===== src/rtl/mem_port_arbiter.sv =====
// ---------------------------------------------------------------------------
// mem_port_arbiter
//
// Shares a single external memory port between the core's instruction-fetch
// requester and its data-access requester. One transaction is in flight at a
// time. Data wins arbitration by default. A streak counter stops data from
// winning more than MAX_D_STREAK times in a row while a fetch is waiting.
// A watchdog aborts any transaction that is not acknowledged within TIMEOUT
// busy cycles.
//
// Ports
//   clk, rst          clock; synchronous active-high reset
//   i_req / i_addr    fetch request level and address (held until i_ack)
//   i_rdata / i_ack   fetched word and one-cycle completion strobe
//   d_req / d_we      data request level; 1 = store, 0 = load
//   d_size            00 word, 01 half, 10 byte
//   d_addr / d_wdata  data address and right-aligned store data
//   d_rdata / d_ack   load data and one-cycle completion strobe
//   bus_err           one-cycle strobe; the granted transaction timed out
//   m_req ... m_wdata registered external MREQ/WRITE/SIZE/address/data
//   m_rdata           external read data
//   m_ack_n           external active-low acknowledge
// ---------------------------------------------------------------------------
module mem_port_arbiter #(
   parameter int AW           = 32,
   parameter int DW           = 32,
   parameter int MAX_D_STREAK = 4,
   parameter int TIMEOUT      = 255
) (
   input  logic          clk,
   input  logic          rst,
   input  logic          i_req,
   input  logic [AW-1:0] i_addr,
   output logic [DW-1:0] i_rdata,
   output logic          i_ack,
   input  logic          d_req,
   input  logic          d_we,
   input  logic [1:0]    d_size,
   input  logic [AW-1:0] d_addr,
   input  logic [DW-1:0] d_wdata,
   output logic [DW-1:0] d_rdata,
   output logic          d_ack,
   output logic          bus_err,
   output logic          m_req,
   output logic          m_write,
   output logic [1:0]    m_size,
   output logic [AW-1:0] m_addr,
   output logic [DW-1:0] m_wdata,
   input  logic [DW-1:0] m_rdata,
   input  logic          m_ack_n
);

   localparam logic [1:0] ST_IDLE = 2'd0;
   localparam logic [1:0] ST_IBUS = 2'd1;
   localparam logic [1:0] ST_DBUS = 2'd2;

   localparam logic [3:0]  LP_MAX_STREAK = 4'(MAX_D_STREAK);
   // Last count value before the watchdog fires.
   localparam logic [15:0] LP_TMO_LAST   = 16'(TIMEOUT - 1);

   logic [1:0]    r_state;
   logic [3:0]    r_streak;
   logic [15:0]   r_tmo;
   logic          r_m_req;
   logic          r_m_write;
   logic [1:0]    r_m_size;
   logic [AW-1:0] r_m_addr;
   logic [DW-1:0] r_m_wdata;
   logic [DW-1:0] r_i_rdata;
   logic [DW-1:0] r_d_rdata;
   logic          r_i_ack;
   logic          r_d_ack;
   logic          r_bus_err;

   logic w_busy;
   logic w_ack_edge;
   logic w_tmo_edge;
   logic w_arb_en;
   logic w_i_cand;
   logic w_d_cand;
   logic w_streak_full;
   logic w_grant_d;
   logic w_grant_i;

   // Saturating increment of the data-grant streak.
   function automatic logic [3:0] f_streak_inc(input logic [3:0] s);
      if (s >= LP_MAX_STREAK) begin
         return LP_MAX_STREAK;
      end
      return s + 4'd1;
   endfunction

   // m_req is high exactly while a transaction owns the bus, so ack is only
   // honoured in the busy states.
   assign w_busy     = (r_state != ST_IDLE);
   assign w_ack_edge = w_busy & ~m_ack_n;
   // Ack has priority over the watchdog on the same edge.
   assign w_tmo_edge = w_busy & m_ack_n & (r_tmo == LP_TMO_LAST);

   // Arbitrate when idle, or on the ack edge for back-to-back operation.
   assign w_arb_en = (r_state == ST_IDLE) | w_ack_edge;

   // The completing requester still holds its req on the ack edge; mask it.
   assign w_i_cand = i_req & ~((r_state == ST_IBUS) & w_ack_edge);
   assign w_d_cand = d_req & ~((r_state == ST_DBUS) & w_ack_edge);

   assign w_streak_full = (r_streak == LP_MAX_STREAK);
   assign w_grant_d     = w_arb_en & w_d_cand & ~(w_streak_full & w_i_cand);
   assign w_grant_i     = w_arb_en & w_i_cand & ~w_grant_d;

   always_ff @(posedge clk) begin
      if (rst) begin
         r_state   <= ST_IDLE;
         r_streak  <= '0;
         r_tmo     <= '0;
         r_m_req   <= 1'b0;
         r_m_write <= 1'b0;
         r_m_size  <= '0;
         r_m_addr  <= '0;
         r_m_wdata <= '0;
         r_i_rdata <= '0;
         r_d_rdata <= '0;
         r_i_ack   <= 1'b0;
         r_d_ack   <= 1'b0;
         r_bus_err <= 1'b0;
      end else begin
         r_i_ack   <= 1'b0;
         r_d_ack   <= 1'b0;
         r_bus_err <= 1'b0;

         // Completion of the current owner: normal ack or watchdog abort.
         if (w_ack_edge) begin
            if (r_state == ST_IBUS) begin
               r_i_ack   <= 1'b1;
               r_i_rdata <= m_rdata;
            end else begin
               r_d_ack <= 1'b1;
               if (!r_m_write) begin
                  r_d_rdata <= m_rdata;
               end
            end
         end else if (w_tmo_edge) begin
            r_bus_err <= 1'b1;
            if (r_state == ST_IBUS) begin
               r_i_ack   <= 1'b1;
               r_i_rdata <= '0;
            end else begin
               r_d_ack <= 1'b1;
               if (!r_m_write) begin
                  r_d_rdata <= '0;
               end
            end
         end else if (w_busy) begin
            r_tmo <= r_tmo + 16'd1;
         end

         // New grant, or release of the bus when nobody else is waiting.
         if (w_grant_d) begin
            r_state   <= ST_DBUS;
            r_m_req   <= 1'b1;
            r_m_write <= d_we;
            r_m_size  <= d_size;
            r_m_addr  <= d_addr;
            r_m_wdata <= d_wdata;
            r_tmo     <= '0;
            // Only a fetch that is genuinely left waiting extends the streak.
            r_streak  <= w_i_cand ? f_streak_inc(r_streak) : 4'd0;
         end else if (w_grant_i) begin
            r_state   <= ST_IBUS;
            r_m_req   <= 1'b1;
            r_m_write <= 1'b0;
            r_m_size  <= 2'b00;
            r_m_addr  <= i_addr;
            r_tmo     <= '0;
            r_streak  <= '0;
         end else if (w_ack_edge || w_tmo_edge) begin
            r_state <= ST_IDLE;
            r_m_req <= 1'b0;
            r_tmo   <= '0;
         end
      end
   end

   assign i_rdata = r_i_rdata;
   assign i_ack   = r_i_ack;
   assign d_rdata = r_d_rdata;
   assign d_ack   = r_d_ack;
   assign bus_err = r_bus_err;
   assign m_req   = r_m_req;
   assign m_write = r_m_write;
   assign m_size  = r_m_size;
   assign m_addr  = r_m_addr;
   assign m_wdata = r_m_wdata;

endmodule


===== config.mk =====
export PLATFORM = sky130hd
export DESIGN_NAME = mem_port_arbiter
export DESIGN_NICKNAME = d
export VERILOG_FILES = /design/src/rtl/mem_port_arbiter.sv
export SDC_FILE = /design/constraint.sdc
export NUM_CORES = 1
export LEC_CHECK = 0
export CAP_MARGIN = 20
export CORE_MARGIN = 2
export CORE_UTILIZATION = 42
export DETAILED_ROUTE_END_ITERATION = 12
export PLACE_DENSITY = 0.89
export SLEW_MARGIN = 15
export SYNTH_ARGS = -nofsm -noshare
export SYNTH_HDL_FRONTEND = slang
export SYNTH_SLANG_ARGS = --single-unit

===== constraint.sdc =====
create_clock -name clk -period 2.6 [get_ports clk]
set_clock_uncertainty 0.1 [all_clocks]
set_input_delay 0.52 -clock clk [delete_from_list [all_inputs] [get_ports clk]]
set_output_delay 0.52 -clock clk [all_outputs]
set_load 0.01 [all_outputs]

# --- After elaboration in Yosys (flattened, before gate mapping) ---
# Cells that the tools add are included.
totals:
  wordCells: 94
  inputBits: 136
  out_inout_bits: 135
  reg_bits: 157
classes:
  reduce_logical: 13
  addsub: 2
  n_eq_ne: 6
  bitwise_logic: 21
  order_cmp: 1
  mux: 37
op_table:
  columns: ["operator", "count"]
  rows:
  - ["$mux W32", 12]
  - ["$mux W4", 5]
  - ["$add A16 B1 Y16 const B", 1]
  - ["$eq A16 B8 Y1 const B", 1]
  - ["$mux W1", 15]
  - ["$and A1 B1 Y1", 12]
  - ["$mux W2", 5]
  - ["$not A1 Y1", 8]
  - ["$reduce_bool A2 Y1", 4]
  - ["$add A4 B1 Y4 const B", 1]
  - ["$eq A4 B3 Y1 const B", 1]
  - ["$ge A4 B3 Y1 const B", 1]
  - ["$ne A2 B2 Y1 const B", 2]
  - ["$reduce_and A4 Y1", 1]
  - ["$reduce_or A2 Y1", 2]
  - ["$reduce_or A4 Y1", 1]
  - ["$reduce_and A3 Y1", 1]
  - ["$reduce_bool A3 Y1", 1]
  - ["$eq A2 B1 Y1 const B", 1]
  - ["$eq A2 B2 Y1 const B", 1]
  - ["$logic_not A2 Y1", 1]
  - ["$reduce_and A2 Y1", 1]
  - ["$logic_or A1 B1 Y1", 1]
  - ["$or A1 B1 Y1", 1]

# --- Longest topological paths before layout ---
# Gate-level depths: netlist of the first run.
depth:
  word_depth: 13
  ltp_mapped: 9
  ltp_nobuf: 7

# --- Worst setup path before layout of the first run ---
# No wires, ideal clock.
synth_path:
  path_kind: "reg-to-reg"
  startpoint: "register r_tmo[0]"
  endpoint: "register r_i_rdata[0] (netlist: i_rdata[0])"
  synth_period_minus_slack_ns: 1.905
  setup_ns: 0.060
  arrival_ns: 1.745
  stages_incl_launch_ff: 10
  path_slack_ns: 0.695
  n_path_buf: 2
  cell_sequence: "dfxtp_1 -> inv_1 -> ha_1 -> nor2b_1 -> and4_1 -> buf_4 -> a21boi_4 -> o21a_1 -> buf_4 -> a22o_1"
synth_via:
  elab_chain_cells: 4
synth_lines:
  columns: ["item", "line_no", "rtl"]
  rows:
  - ["from (decl)", "63", "logic [15:0] r_tmo;"]
  - ["from (signal assigned)", "154", "r_tmo <= r_tmo + 16'd1;"]
  - ["$eq A16 B8 Y1", "98", "assign w_tmo_edge = w_busy & m_ack_n & (r_tmo == LP_TMO_LAST);"]
  - ["$and A1 B1 Y1", "98", null]
  - ["$reduce_bool A2 Y1 (no line)", null, null]
  - ["$reduce_and A2 Y1 (no line)", null, null]
  - ["to (signal assigned)", "135", "r_i_rdata <= m_rdata;"]
  - ["to (decl)", "69", "logic [DW-1:0] r_i_rdata;"]
# No other way between the ends.
# A chain may end at the register's enable or synchronous reset.

# --- Worst setup path in the final report of the first run ---
layout_path:
  startpoint: "register r_tmo[0]"
  endpoint: "register r_i_rdata[25] (netlist: i_rdata[25])"
# The elaborated chain is that of the path after synthesis.

==> results.py, run 1 <==
metrics = {
    "route": {
        "drtPass1Iterations": 4,
        "drcViolationCount": 0,
        "wl_per_cell_microns": 16.84,
        "via_count": 5576,
        "viasPerCell": 5.206,
        "finalWirelength_microns": 18040,
        "ant_nets": 0,
        "drt_iter0_markers": 360,
    },
    "critical_path": {
        "critPathCapture": "i_rdata[25]",
        "crit_type": "flop to flop",
        "crit_required_ns": 2.86,
        "crit_cells": 8,
        "r2r-start": "r_tmo[0]",
        "timing.critical_path.cells": "inv_1 > ha_1 > nor2b_1 > and4_1 > a21boi_4 > o21a_1 > buf_4 > a22o_1",
        "startpoint_type": "flop",
        "rr_endpoint": "i_rdata[25]",
        "end_kind": "flop",
        "crit_family": "compound AO/OA/AOI/OAI gates",
        "cpPeakStageDelay_ns": 0.41,
        "r2r_cells": 8,
        "r2r_slack_ns": 0.32,
        "cp_max_fo": 32,
        "crit_slowest_cell": "dfxtp_1",
        "path_buf_inv": 2,
        "crit_start": "r_tmo[0]",
        "crit_arrival_ns": 2.54,
    },
    "die": {
        "die_y_microns": 123.9,
        "io_pins": 271,
        "rows": 43,
        "initial_core_util_pct": 43.32,
        "die_area_sq_mm": 0.01535,
        "die_w_microns": 123.9,
        "core-area_sq_mm": 0.01393,
    },
    "global_routing": {
        "grt_pass1_wl_microns": 28030,
        "grt.overflow.total": 0,
        "track_usage_pct": 23.55,
        "antenna_found_initial": 0,
        "grt_pass1_vias": 5680,
        "grt_max_degree": 73,
    },
    "pwr": {
        "power_w": 0.006065,
        "vdd.ir_drop.worst_mv": 0.5034,
        "p_leak_nw": 3.642,
        "power_density_mw_per_mm2": 638.0,
    },
    "clock_tree": {
        "cts_resized": 0,
        "cts_setup_buffers": 0,
        "clockBufferDepth": 2,
        "clk_latency_ns": 0.42,
        "numCtsBuffers": 17,
        "cts_tree": "done",
        "path_clk_slew_ns": 0.06,
        "cts.sinks": 157,
        "htreeDepth": 4,
        "postCtsHoldBufs": 0,
        "clockRootBuffer": "clkbuf_16",
    },
    "place": {
        "routabilityCongestion": 0.8143,
        "port_buffers": 270,
        "place_area_sq_mm": 0.008945,
        "dp_hpwl_microns": 12510,
    },
    "synthesis": {
        "ys_types": 46,
        "syn_nets": 760,
        "ys_seq_elements": 157,
        "yosysWarnings": 0,
        "ys_seq_area_share_pct": 52.06,
        "async_flop_share_pct": 0,
        "synth-edff-count": 0,
        "netlist_instances": 620,
        "synthFlopType": "dfxtp_1",
        "syn_area_per_cell_sq_um": 9.737,
        "synth_area_sq_mm": 0.006037,
    },
    "timing": {
        "fmax_mhz": 438.6,
        "min_period_over_period_pct": 87.70,
        "worst_slew_pin_slew_ns": 0.7719,
        "setup_viol": 0,
        "min_period_ns": 2.280,
        "slew_violations": 0,
        "relSlewSlack_pct": 48.54,
        "timing_hold_violations_final": 0,
        "setup_tns_ns": 0,
        "rsz0062_at_grt": "no",
    },
    "job": {
        "maxCapViolCount": 0,
    },
    "layout": {
        "syn2layout_area_growth_pct": 57.47,
        "final_common_cell": "clkdlybuf4s50_1",
        "final_cell_mix": "clkdlybuf4s50_1 (269), dfxtp_1 (157), nand2_1 (75)",
        "final_area_sq_mm": 0.009507,
        "nets": 1018,
        "final_layout_size_suffix_gt1_share_pct": 6.734,
        "diodes": 0,
        "fillers": 1065,
    },
    "min_path": {
        "hp-class": "input pin to flop",
    },
    "status": {
        "status": "completed",
    },
}
metal layers:
metal	vias up	track usage (%)	part of all wire (%)
met2	174	40.35	50
met1	2644	26.08	40
met5	-	0	0
met3	43	8.837	6.4
li1	2715	-	-
met4	0	10.32	3.6
cell usage after synthesis (all sizes together) (4+ instances only):
master	count	area, sq um
mux2i	33	330.3
nand4	8	65.06
nand2	75	281.5
buf	20	131.4
clkbuf	25	93.84
nor2	61	236.5
xor2	11	96.34
a22o	64	560.5
nor2b	33	206.5
inv	7	26.28
ha	4	50.05
nor3	4	25.02
dfxtp	157	3143
a21oi	43	219.0
nand3	7	35.03
a211oi	35	262.8
o21ai	4	23.77
area by class of cell:
| class | instances | area [sq um] | area share, % |
|---|---|---|---|
| flip-flops and latches | 157 | 3143 | 33.06 |
| repair buffers | 284 | 2890 | 30.40 |
| multi-input cells | 411 | 2660 | 27.98 |
| clock buffers | 17 | 425.4 | 4.475 |
| well taps | 180 | 225.2 | 2.369 |
| clock inverters | 15 | 136.4 | 1.435 |
| inverters | 7 | 26.28 | 0.2764 |
metrics by stage:
stage / hold WS (ns) / setup WS [ns] / util, % / cells
2_1_floorplan: 0.3478 / 0.6952 / - / 620
3_3_place_gp: 0.3411 / 0.1970 / 64.19 / 1039
3_5_place_dp: 0.3481 / 0.1650 / 64.19 / 1039
4_1_cts: 0.2589 / 0.3268 / 68.22 / 1071
5_1_grt: 0.2598 / 0.2198 / 68.22 / 1071
6_report: 0.2757 / 0.3198 / 68.22 / 1071
sequential cells by signal, summed over array words and instances, names as in the netlist:
register and flops:
bus_err 1, r_streak 4, m_addr 32, i_rdata 32, m_write 1, m_size 2, d_ack 1, m_req 1
m_wdata 32, r_tmo 16, d_rdata 32, i_ack 1, r_state 2
worst min path at each step:
stage	from	endpoint	slack, ns	cells after the start
2_1_floorplan	r_tmo[7]	r_tmo[7]	0.35	2
3_3_place_gp	m_wdata[20]	m_wdata[20]	0.34	2
3_5_place_dp	m_wdata[15]	m_wdata[15]	0.35	2
4_1_cts	rst	r_state[1]	0.26	2
5_1_grt	rst	r_state[1]	0.26	2
6_report	rst	r_state[1]	0.28	2
cells by family (layout without fill, tap and decap cells):
logic type	Yosys count	in the layout	share of synthesized area, %
buf+inv	52	323	4.166
mux	33	33	5.472
fa+ha+maj	4	4	0.8290
simple gates	201	201	15.63
compound gates	159	159	19.81
xor+xnor	14	14	2.031
flops	157	157	52.06
power breakdown:
group          switching, W  internal, W  total (W)
Clock               0.00105      0.00133    0.00238
Combinational      0.000463     0.000597    0.00106
Sequential        0.0000806      0.00254    0.00263
Note: power is estimated with default switching activity, not from simulation.
==> inputs of run 2 (changes only) <==
PLACE_DENSITY = 0.85   (was 0.89)
RECOVER_POWER = 50   (was default)
==> results.py, run 2 (synthesis gave the netlist of run 1 again) <==
metrics = {
    "status": {
        "status": "completed",
    },
    "clock_tree": {
        "cts.sinks": 157,
        "clk_latency_ns": 0.41,
        "cts_resized": 0,
        "cts_tree": "done",
        "htreeDepth": 4,
        "cts_setup_buffers": 0,
        "postCtsHoldBufs": 0,
        "clockBufferDepth": 2,
        "clockRootBuffer": "clkbuf_16",
        "numCtsBuffers": 17,
        "path_clk_slew_ns": 0.06,
    },
    "route": {
        "via_count": 5552,
        "ant_nets": 0,
        "drt_iter0_markers": 283,
        "drcViolationCount": 0,
        "finalWirelength_microns": 17730,
        "drtPass1Iterations": 4,
        "viasPerCell": 5.179,
        "wl_per_cell_microns": 16.54,
    },
    "timing": {
        "setup_ws_ns": 0.3905,
        "min_period_ns": 2.210,
        "min_period_over_period_pct": 84.98,
        "relSlewSlack_pct": 50.17,
        "timing_hold_violations_final": 0,
        "setup_tns_ns": 0,
        "setup_viol": 0,
        "rsz0062_at_grt": "no",
        "slew_violations": 0,
        "worst_slew_pin_slew_ns": 0.7475,
        "fmax_mhz": 452.6,
    },
    "job": {
        "maxCapViolCount": 0,
    },
    "global_routing": {
        "antenna_found_initial": 1,
        "track_usage_pct": 23.36,
        "use_met1_pct": 27.01,
        "grt.overflow.total": 0,
        "grt_max_degree": 70,
        "grt_pass1_wl_microns": 27680,
        "grt_use_met3_pct": 8.837,
        "grt_pass1_vias": 5477,
        "grt.busiest_layer": "met2",
        "grt_use_met2_pct": 38.84,
    },
    "pwr": {
        "seq_power_share_pct": 43.4,
        "swShare_pct": 25.27,
        "combinationalPowerShare_pct": 16.9,
        "vdd.ir_drop.worst_mv": 0.4590,
        "power_density_mw_per_mm2": 633.9,
        "p_int_w": 0.004511,
        "power_frac_clock_pct": 39.8,
        "p_leak_nw": 4.003,
        "switchingPower_w": 0.001525,
    },
    "die": {
        "initial_core_util_pct": 43.32,
        "die_y_microns": 123.9,
        "core-area_sq_mm": 0.01393,
        "die_w_microns": 123.9,
        "rows": 43,
        "die_area_sq_mm": 0.01535,
        "io_pins": 271,
    },
    "critical_path": {
        "crit_type": "flop to flop",
        "crit_family": "compound AO/OA/AOI/OAI gates",
        "crit_slowest_cell": "o31a_4",
        "path_buf_inv": 1,
        "end_kind": "flop",
        "startpoint_type": "flop",
        "cpPeakStageDelay_ns": 0.46,
        "cp_max_fo": 32,
        "timing.critical_path.cells": "inv_1 > ha_1 > nor2b_1 > and4_1 > a21boi_4 > o31a_4 > a22o_1",
        "crit_arrival_ns": 2.41,
        "crit_required_ns": 2.80,
    },
    "layout": {
        "final_layout_size_suffix_gt1_share_pct": 6.510,
        "syn2layout_area_growth_pct": 57.72,
        "final_area_sq_mm": 0.009522,
        "nets": 1019,
        "final_cell_mix": "dfxtp_1 (157), clkdlybuf4s50_1 (146), dlygate4sd3_1 (123)",
        "final_common_cell": "dfxtp_1",
    },
    "place": {
        "port_buffers": 270,
        "routabilityCongestion": 0.8685,
        "dpl_worst_slack_ns": 0.1949,
        "place_area_sq_mm": 0.008965,
        "dp_hpwl_microns": 12370,
    },
    "min_path": {
        "hp-class": "input pin to flop",
    },
}
## run 2: cell count changes in the layout (fill, tap and decap cells not counted), moves of 2 or more
| cell | before | now |
|---|---|---|
| inv_6 | 6 | 3 |
| o21ai_0 | 1 | 4 |
| o21ai_1 | 2 | 0 |
| dlygate4sd3_1 | 0 | 123 |
| clkdlybuf4s50_1 | 269 | 146 |
## run 2: final cells by class
| class | instances | area (sq um) |
|---|---|---|
| Timing Repair Buffer | 285 | 2910 |
| Clock inverter | 14 | 145.1 |
| Clock buffer | 17 | 425.4 |
| Tap cell | 180 | 225.2 |
| Sequential cell | 157 | 3143 |
| Fill cell | 1016 | 4413 |
| Inverter | 7 | 26.28 |
| Multi-Input combinational cell | 411 | 2644 |
| Antenna cell | 1 | 2.502 |
## run 2: power groups by stage
stage / logic [W] / registers [W] / clock network (W)
2_1_floorplan: 0.000397 / 0.00273 / 0
3_3_place_gp: 0.00105 / 0.00267 / 0
3_5_place_dp: 0.00106 / 0.00267 / 0
4_1_cts: 0.00107 / 0.00262 / 0.00245
5_1_grt: 0.00110 / 0.00263 / 0.00255
6_report: 0.00102 / 0.00262 / 0.00240
## run 2: stage by stage
| stage | cells | utilization [%] | power (W) | hold WS (ns) |
|---|---|---|---|---|
| after floorplan | 620 | - | 0.003124 | 0.3478 |
| after global placement | 1040 | 64.34 | 0.003717 | 0.3411 |
| after detailed placement | 1040 | 64.34 | 0.003737 | 0.3462 |
| after CTS | 1071 | 68.43 | 0.006140 | 0.2912 |
| after global routing | 1072 | 68.33 | 0.006287 | 0.3338 |
| final | 1072 | 68.33 | 0.006036 | 0.3101 |
## run 2: routing by layer
layer  part of all wire, %  routed length (microns)
met5                     0                        0
met4                   3.2                      571
met3                   7.3                     1289
met2                    49                     8700
met1                    40                     7170
## run 2: final timing paths
check,startpoint,end,slack (ns),depth (start not counted)
worst max-delay path,r_tmo[0],d_rdata[29],0.39,7
worst min register to register,m_wdata[2],m_wdata[2],0.35,2
worst min-delay path,rst,r_streak[2],0.31,2
worst max register to register,r_tmo[0],d_rdata[29],0.39,7
==> inputs of run 3 (changes only) <==
clock period = 2.25 ns   (was 2.6 ns; I/O delays follow)
==> results.py, run 3 (synthesis gave the netlist of run 1 again) <==
metrics = {
    "status": {
        "status": "completed",
    },
    "critical_path": {
        "r2r_slack_ns": 0.15,
        "startpoint_type": "flop",
        "crit_required_ns": 2.45,
        "timing.critical_path.cells": "inv_1 > ha_1 > nor2b_1 > and4_1 > a21boi_4 > o31a_4 > a22o_1",
        "cp_max_fo": 32,
        "cpPeakStageDelay_ns": 0.44,
        "crit_slowest_cell": "o31a_4",
        "crit_arrival_ns": 2.30,
        "rr_endpoint": "d_rdata[29]",
        "r2r-start": "r_tmo[0]",
        "crit_type": "flop to flop",
        "r2r_cells": 7,
        "end_kind": "flop",
    },
    "timing": {
        "fmax_mhz": 475.5,
        "timing_hold_violations_final": 0,
        "min_period_over_period_pct": 93.47,
        "relSlewSlack_pct": 48.66,
        "worst_slew_pin_slew_ns": 0.7701,
        "rsz0062_at_grt": "no",
        "slew_violations": 0,
        "setup_tns_ns": 0,
        "min_period_ns": 2.103,
        "fin_hold_ws_ns": 0.2028,
        "setup_viol": 0,
    },
    "die": {
        "initial_core_util_pct": 43.32,
        "core-area_sq_mm": 0.01393,
        "io_pins": 271,
        "die_area_sq_mm": 0.01535,
        "die_w_microns": 123.9,
        "rows": 43,
        "die_y_microns": 123.9,
    },
    "layout": {
        "final_common_cell": "dfxtp_1",
        "regArea_sq_mm": 0.003143,
        "final_cell_mix": "dfxtp_1 (157), clkdlybuf4s50_1 (138), dlygate4sd3_1 (131)",
        "fillers": 1054,
        "final_layout_size_suffix_gt1_share_pct": 6.823,
        "syn2layout_area_growth_pct": 57.72,
        "stdcell_count": 1075,
        "nets": 1026,
        "multi_input_area_sq_mm": 0.002660,
        "final_area_sq_mm": 0.009522,
    },
    "clock_tree": {
        "postCtsHoldBufs": 0,
        "cts_resized": 0,
        "cts.sinks": 157,
        "path_clk_slew_ns": 0.06,
        "cts_tree": "done",
        "clockBufferDepth": 2,
        "numCtsBuffers": 17,
        "clockRootBuffer": "clkbuf_16",
        "htreeDepth": 4,
        "cts_setup_buffers": 0,
        "clk_latency_ns": 0.41,
    },
    "global_routing": {
        "antenna_found_initial": 0,
        "grt_pass1_wl_microns": 27720,
        "track_usage_pct": 23.08,
        "grt.overflow.total": 0,
        "grt_pass1_vias": 5579,
        "grt_max_degree": 73,
    },
    "place": {
        "dp_hpwl_microns": 12420,
        "place_area_sq_mm": 0.008980,
        "port_buffers": 270,
        "dp_cells": 1047,
        "routabilityCongestion": 0.8708,
    },
    "pwr": {
        "p_leak_nw": 4.039,
        "vdd.ir_drop.worst_mv": 0.4833,
        "seq_power_share_pct": 43.9,
        "switchingPower_w": 0.001672,
        "p_int_w": 0.005221,
        "power_frac_clock_pct": 39.3,
        "power_density_mw_per_mm2": 724.0,
        "power_w": 0.006894,
        "swShare_pct": 24.26,
        "combinationalPowerShare_pct": 16.8,
    },
    "min_path": {
        "hp-class": "input pin to flop",
        "whs_endpoint": "m_req",
        "hold_start": "rst",
        "hold_path_depth": 2,
    },
    "route": {
        "viasPerCell": 5.153,
        "finalWirelength_microns": 17770,
        "wl_per_cell_microns": 16.53,
        "drtPass1Iterations": 4,
        "via_count": 5539,
        "drcViolationCount": 0,
        "ant_nets": 0,
        "drt_iter0_markers": 312,
    },
    "job": {
        "maxCapViolCount": 0,
    },
}
==> run 3: critical path, delay by kind of cell (launching register included) <==
| family | cells | cell delay [ns] |
|---|---|---|
| adder cells (fa/ha/maj) | 1 | 0.14 |
| buffers and inverters | 1 | 0.07 |
| AND/OR/NAND/NOR | 2 | 0.47 |
| AO/OA/AOI/OAI | 3 | 0.83 |
| flip-flops | 1 | 0.35 |
==> run 3: worst max path at each step <==
stage                        endpoint  cells after the start  slack, ns      from
after floorplan            i_rdata[0]                      9       0.35  r_tmo[0]
after global placement     m_addr[10]                      7       0.03   m_ack_n
after detailed placement   m_addr[14]                      7      -0.02   m_ack_n
after CTS                  d_rdata[9]                      7       0.16  r_tmo[0]
after global routing      d_rdata[20]                      7       0.04  r_tmo[0]
final                     d_rdata[29]                      7       0.15  r_tmo[0]
==> run 3: power by group through the flow <==
stage	clock [W]	sequential, W	combinational [W]
after floorplan	0	0.00315	0.000458
after global placement	0	0.00308	0.00120
after detailed placement	0	0.00309	0.00121
after CTS	0.00277	0.00303	0.00122
after global routing	0.00288	0.00304	0.00125
final	0.00271	0.00303	0.00116
==> run 3: final cells by class <==
type                       count  area share, %
clock buffer                  19          4.757
tap                          180          2.365
clock inverter                 8          1.012
inverter                       7         0.2760
timing repair buffer         292          30.62
antenna                        1        0.02628
sequential                   157          33.01
multi-input combinational    411          27.94
==> run 3: per-layer routing <==
layer / wire [microns] / up-vias / track usage [%]
met1: 7140 / 2588 / 26.45
met5: 0 / - / 0
li1: - / 2729 / -
met4: 546 / 0 / 10.81
met2: 8851 / 183 / 39.01
met3: 1227 / 39 / 7.509
==> run 3: through the flow <==
step	util, %	setup slack (ns)
global placement	64.44	0.03056
global route	68.31	0.04260
finish	68.33	0.1469
detailed placement	64.44	-0.01533
CTS	68.38	0.1552
floorplan	-	0.3452
